==> config.mk <==
export PLATFORM = sky130hd
export DESIGN_NAME = axis_s_rx_flat
export DESIGN_NICKNAME = d
export VERILOG_FILES = /design/src/rtl/axis_s_rx_if.sv /design/src/rtl/axis_s_rx.sv /design/src/flat_wrapper.sv
export SDC_FILE = /design/constraint.sdc
export NUM_CORES = 1
export LEC_CHECK = 0
export CORE_ASPECT_RATIO = 0.9
export CORE_MARGIN = 2
export CORE_UTILIZATION = 40
export CTS_CLUSTER_DIAMETER = 50
export DETAILED_ROUTE_END_ITERATION = 8
export SYNTH_ARGS = -nofsm -noshare
export SYNTH_HDL_FRONTEND = slang
export SYNTH_SLANG_ARGS = --single-unit
==> constraint.sdc <==
create_clock -name clk -period 2.3 [get_ports clk]
set_input_delay 0.46 -clock clk [delete_from_list [all_inputs] [get_ports clk]]
set_output_delay 0.46 -clock clk [all_outputs]
set_load 0.01 [all_outputs]
==> src/rtl/axis_s_rx_if.sv <==
// AXI-Stream beat channel between an upstream master and the axis_s_rx sink.
// The master drives data/valid/last; the slave answers with ready.
interface axis_s_rx_if #(
    parameter int WIDTH = 32
) ();
    logic [WIDTH-1:0] tdata;
    logic             tvalid;
    logic             tready;
    logic             tlast;

    modport master (
        output tdata,
        output tvalid,
        output tlast,
        input  tready
    );

    modport slave (
        input  tdata,
        input  tvalid,
        input  tlast,
        output tready
    );
endinterface

==> src/rtl/axis_s_rx.sv <==
// AXI-Stream sink: length-checked packet reception into a 4-entry FWFT FIFO,
// with a one-cycle per-packet status strobe (length, short/long errors).
module axis_s_rx #(
    parameter  int WIDTH   = 32,
    parameter  int MAX_LEN = 128,
    localparam int LW      = $clog2(MAX_LEN)
) (
    input  logic             clk,
    input  logic             rst,
    axis_s_rx_if.slave       s_axis,
    input  logic             config_valid,
    input  logic [LW-1:0]    config_len,
    output logic             valid_out,
    output logic [WIDTH-1:0] data_out,
    output logic             last_out,
    input  logic             ready_in,
    output logic             pkt_done,
    output logic [LW-1:0]    pkt_len,
    output logic             err_short,
    output logic             err_long
);

    localparam logic [LW-1:0] CNT_ONE = {{(LW-1){1'b0}}, 1'b1};

    typedef enum logic [0:0] {
        ST_IDLE = 1'b0,
        ST_RUN  = 1'b1
    } state_t;

    state_t           state_r;
    state_t           state_nx_s;
    logic [LW-1:0]    count_r;
    logic [LW-1:0]    len_store_r;
    logic [WIDTH:0]   mem_r [4];
    logic [1:0]       wr_ptr_r;
    logic [1:0]       rd_ptr_r;
    logic [2:0]       fill_r;
    logic             full_s;
    logic             empty_s;
    logic             accept_s;
    logic             end_s;
    logic             pop_s;
    logic [WIDTH:0]   head_s;

    assign full_s   = (fill_r == 3'd4);
    assign empty_s  = (fill_r == 3'd0);
    assign s_axis.tready = (state_r == ST_RUN) && !full_s;
    assign accept_s = s_axis.tvalid & s_axis.tready;
    // count wraps to 0 on the MAX_LEN-th beat, which matches len_store == 0
    assign end_s    = s_axis.tlast | (count_r == len_store_r);
    assign valid_out = !empty_s;
    assign pop_s    = valid_out & ready_in;
    assign head_s   = mem_r[rd_ptr_r];

    // FIFO head presentation, forced to zero when empty
    always_comb begin
        data_out = {WIDTH{1'b0}};
        last_out = 1'b0;
        if (!empty_s) begin
            data_out = head_s[WIDTH-1:0];
            last_out = head_s[WIDTH];
        end else begin
            data_out = {WIDTH{1'b0}};
            last_out = 1'b0;
        end
    end

    // Next-state logic
    always_comb begin
        state_nx_s = state_r;
        case (state_r)
            ST_IDLE: begin
                if (config_valid) begin
                    state_nx_s = ST_RUN;
                end else begin
                    state_nx_s = ST_IDLE;
                end
            end
            ST_RUN: begin
                if (accept_s && end_s) begin
                    state_nx_s = ST_IDLE;
                end else begin
                    state_nx_s = ST_RUN;
                end
            end
            default: state_nx_s = ST_IDLE;
        endcase
    end

    // State register
    always_ff @(posedge clk) begin
        if (rst) begin
            state_r <= ST_IDLE;
        end else begin
            state_r <= state_nx_s;
        end
    end

    // Beat counter and latched expected length
    always_ff @(posedge clk) begin
        if (rst) begin
            count_r     <= CNT_ONE;
            len_store_r <= {LW{1'b0}};
        end else begin
            if ((state_r == ST_IDLE) && config_valid) begin
                len_store_r <= config_len;
            end
            if (accept_s) begin
                count_r <= end_s ? CNT_ONE : (count_r + CNT_ONE);
            end
        end
    end

    // FIFO storage; contents are don't-care while their slot is empty
    always_ff @(posedge clk) begin
        if (accept_s) begin
            mem_r[wr_ptr_r] <= {end_s, s_axis.tdata};
        end
    end

    // FIFO pointers and occupancy
    always_ff @(posedge clk) begin
        if (rst) begin
            wr_ptr_r <= 2'd0;
            rd_ptr_r <= 2'd0;
            fill_r   <= 3'd0;
        end else begin
            if (accept_s) begin
                wr_ptr_r <= wr_ptr_r + 2'd1;
            end
            if (pop_s) begin
                rd_ptr_r <= rd_ptr_r + 2'd1;
            end
            case ({accept_s, pop_s})
                2'b10:   fill_r <= fill_r + 3'd1;
                2'b01:   fill_r <= fill_r - 3'd1;
                default: fill_r <= fill_r;
            endcase
        end
    end

    // Per-packet status, registered the cycle after the end beat
    always_ff @(posedge clk) begin
        if (rst) begin
            pkt_done  <= 1'b0;
            pkt_len   <= {LW{1'b0}};
            err_short <= 1'b0;
            err_long  <= 1'b0;
        end else if (accept_s && end_s) begin
            pkt_done  <= 1'b1;
            pkt_len   <= count_r;
            err_short <= s_axis.tlast & (count_r != len_store_r);
            err_long  <= ~s_axis.tlast & (count_r == len_store_r);
        end else begin
            pkt_done  <= 1'b0;
        end
    end

endmodule

==> src/flat_wrapper.sv <==
// flat-port wrapper written by rule: the top's interface ports become plain ports
module axis_s_rx_flat 
#(
    parameter  int WIDTH   = 32,
    parameter  int MAX_LEN = 128,
    localparam int LW      = $clog2(MAX_LEN)
)
  (clk, rst, config_valid, config_len, valid_out, data_out, last_out, ready_in, pkt_done, pkt_len, err_short, err_long, s_axis_tdata, s_axis_tvalid, s_axis_tlast, s_axis_tready);
  axis_s_rx_if #(.WIDTH(WIDTH)) s_axis_i ();
  input  logic clk;
  input  logic rst;
  input  logic config_valid;
  input  logic [LW-1:0] config_len;
  output logic valid_out;
  output logic [WIDTH-1:0] data_out;
  output logic last_out;
  input  logic ready_in;
  output logic pkt_done;
  output logic [LW-1:0] pkt_len;
  output logic err_short;
  output logic err_long;
  input wire logic [$bits(s_axis_i.tdata)-1:0] s_axis_tdata;
  input wire logic [$bits(s_axis_i.tvalid)-1:0] s_axis_tvalid;
  input wire logic [$bits(s_axis_i.tlast)-1:0] s_axis_tlast;
  output wire logic [$bits(s_axis_i.tready)-1:0] s_axis_tready;
  assign s_axis_i.tdata = s_axis_tdata;
  assign s_axis_i.tvalid = s_axis_tvalid;
  assign s_axis_i.tlast = s_axis_tlast;
  assign s_axis_tready = s_axis_i.tready;
  axis_s_rx #(.WIDTH(WIDTH), .MAX_LEN(MAX_LEN)) u_core (.clk(clk), .rst(rst), .s_axis(s_axis_i), .config_valid(config_valid), .config_len(config_len), .valid_out(valid_out), .data_out(data_out), .last_out(last_out), .ready_in(ready_in), .pkt_done(pkt_done), .pkt_len(pkt_len), .err_short(err_short), .err_long(err_long));
endmodule
==> results.yml <==
global_route:
  gr-total-overflow: 0
  grt_pass1_vias: 4166
  grt_max_degree: 48
  antenna_found_initial: 0
  gr-usage-all-layers_pct: 16.6
  grt_pass1_wl_um: 22600
drt:
  drt-wirelength-per-cell_um: 18.7
  drcViolationCount: 0
  first_pass_iters: 5
  drt-total-wl_um: 14300
  vias: 4019
  ant_nets: 0
  dr.first_iter.drc_count: 204
  met3_length_um: 606
  routed_via_density: 5.26
  routed.top_layer: "met4"
  met2_wirelength_um: 7240
  drt-met1-wl_um: 6300
timing:
  grt_setup_unrepaired: "yes"
  finalHoldViolations: 0
  min_period_over_period_pct: 102
  holdWs_ps: 504
  worst_pin_slew_ps: 388
  post-route-min-period_ps: 2340
  setup_viol: 14
  fin_ws_ps: -43.8
  clock_skew_ps: 8.76
  max_freq_mhz: 427
  drv_slew: 0
  slew_headroom_pct: 74.1
critical_path:
  required_ps: 1840
  crit_type: "flip-flop to output port"
  cp.arrival_ps: 1880
  crit_fanout: 6
  start_kind: "flip-flop"
  cp-end-kind: "output port"
clock_network:
  h-tree-depth: 4
  worstSkewPairLatency_ps: 420
  root_buffer: "clkbuf_16"
  path_clk_slew_ps: 60
  cts_tree: "done"
  cts.sinks: 166
  cts_made_buffers: 17
  cts_buffer_depth: 2
  cts_hold_buf: 0
logic_synthesis:
  yosysWarnings: 0
  yosysTopAreaCell: "edfxtp_1"
  ys_top_cells_by_area: "edfxtp_1 58%, mux4_2 11%, dfxtp_1 10%"
  synth.most_common_cell: "edfxtp_1"
  ys_seq_area_share_pct: 68.0
  synth-edff-count: 132
  synth.avg_cell_area_um2: 16.2
  synth_top_area_share_pct: 58.0
  synthTopCellsByCount: "132 x edfxtp_1, 35 x and2_1, 34 x dfxtp_1, 33 x mux4_2, 15 x nor2_1"
  synth-seq-cells: 166
  async_reset_ff_share_pct: 0
  syn_nets: 473
  ys_types: 44
  synth_ff_type: "edfxtp_1"
  netlist_area_um2: 6830
  syn_inst: 421
placement:
  placed_cells: 721
  place_area_um2: 8220
  io_buffers: 89
  hpwl_um: 8890
  gp_congestion: 0.750
  dp_slack_ps: -111
outcome:
  violations: "setup timing"
  outcome: "finished with violations"
pwr:
  p_leak_nw: 3.09
  ir_drop_mv: 0.588
  power.density_nw_per_um2: 985
floorplan:
  ioPinCount: 90
  fp.dieW_um: 142
  rows: 45
  die_area_um2: 18100
  initial_core_util_pct: 40.7
  coreArea_um2: 16800
  die_h_um: 128
layout:
  finalNonFillerCells: 764
  n_antenna_cell: 0
  multi_input_area_um2: 2080
  seq_area_um2: 4650
  num-nets-final: 592
  syn2layout_area_growth_pct: 32.1
  drive_gt1_share_pct: 30.6
  final_area_um2: 9030
  utilization_pct: 53.8
  fillers: 1357
flow_run:
  drv_cap: 0
min_path:
  min_path_type: "flip-flop to flip-flop"
## stage by stage
step	power (mW)	TNS, ps
2_1_floorplan	4.57	0
3_3_place_gp	5.53	-12.3
3_5_place_dp	5.56	-111
4_1_cts	8.97	-1350
5_1_grt	9.27	-2170
6_report	8.90	-319
## where the power goes
group	switching, mW	total [mW]	internal [mW]
Sequential	0.0719	3.42	3.35
Clock	1.14	3.08	1.94
Combinational	1.01	2.39	1.39
Total	2.22	8.90	6.67
## worst max-delay path: stages (launching register included)
cell,delay (ps)
dfxtp_4,370
buf_12,120
buf_12,130
buf_12,100
mux4_2,480
and2_4,160
buf_6,110
## routing by layer
| layer | GRT usage [%] | vias up |
|---|---|---|
| li1 | - | 1868 |
| met1 | 21.5 | 2016 |
| met2 | 27.9 | 119 |
| met3 | 4.37 | 16 |
| met4 | 4.41 | 0 |
| met5 | 0 | - |
## final timing paths
kind	startpoint	to	slack [ps]	cells past startpoint
min reg2reg	u_core.wr_ptr_r[1]	u_core.wr_ptr_r[1]	500	2
min	u_core.wr_ptr_r[1]	u_core.wr_ptr_r[1]	500	2
max reg2reg	u_core.fill_r[0]	u_core.fill_r[2]	190	10
max	flip-flop	last_out	-40	6
## registers in the layout, summed over array words and instances, names as in the netlist, 2 cells and up, named ones only
register,cells
u_core.count_r,7
u_core.rd_ptr_r,2
u_core.fill_r,3
u_core.pkt_len,7
u_core.mem_r,132
u_core.len_store_r,7
u_core.wr_ptr_r,2
## cell families (layout without fill, tap and decap cells)
logic type               count (synthesis)  count (layout)  synth area share, %
AO/OA/AOI/OAI                           33              33                 3.48
multiplexers                            40              40                 11.9
adder cells (fa/ha/maj)                  7               7                 1.39
AND/OR/NAND/NOR                        125             125                 10.9
flip-flops                             166             166                 68.0
buffers and inverters                   34             166                 2.33
XOR/XNOR                                16              16                 2.05
## area by class of cell
type | count | share of cell area (%)
clock buffer | 18 | 4.75
clock inverter | 14 | 2.45
inverter | 8 | 0.360
multi-input combinational | 221 | 23.1
sequential | 166 | 51.5
tap | 211 | 2.92
timing repair buffer | 126 | 14.9
## layout by cell type, fill, tap and decap left out, drive strengths merged, types with 3 or more instances in the layout
cell,count
nor2b,8
nand2,14
clkinv,6
nor3b,8
mux4,33
nor4,7
dfxtp,34
edfxtp,132
a211oi,5
buf,70
nor2,16
nor3,4
xor2,7
and3,4
clkdlybuf4s50,54
bufinv,5
or3,4
ha,6
a221oi,3
a31oi,8
mux2i,7
clkbuf,18
inv,11
xnor2,9
and2,36
nand3,12
o21ai,9
nand4,9
a21oi,5
## what timing repair did
action / 4_1_cts / 5_1_grt
gates cloned: 4 / 0
resized for setup: 161 / 13
pin swaps: 14 / 0
setup buffers: 9 / 1
endpoints found under the setup margin: 35 / 33
Note: power is estimated with default switching activity, not from simulation.
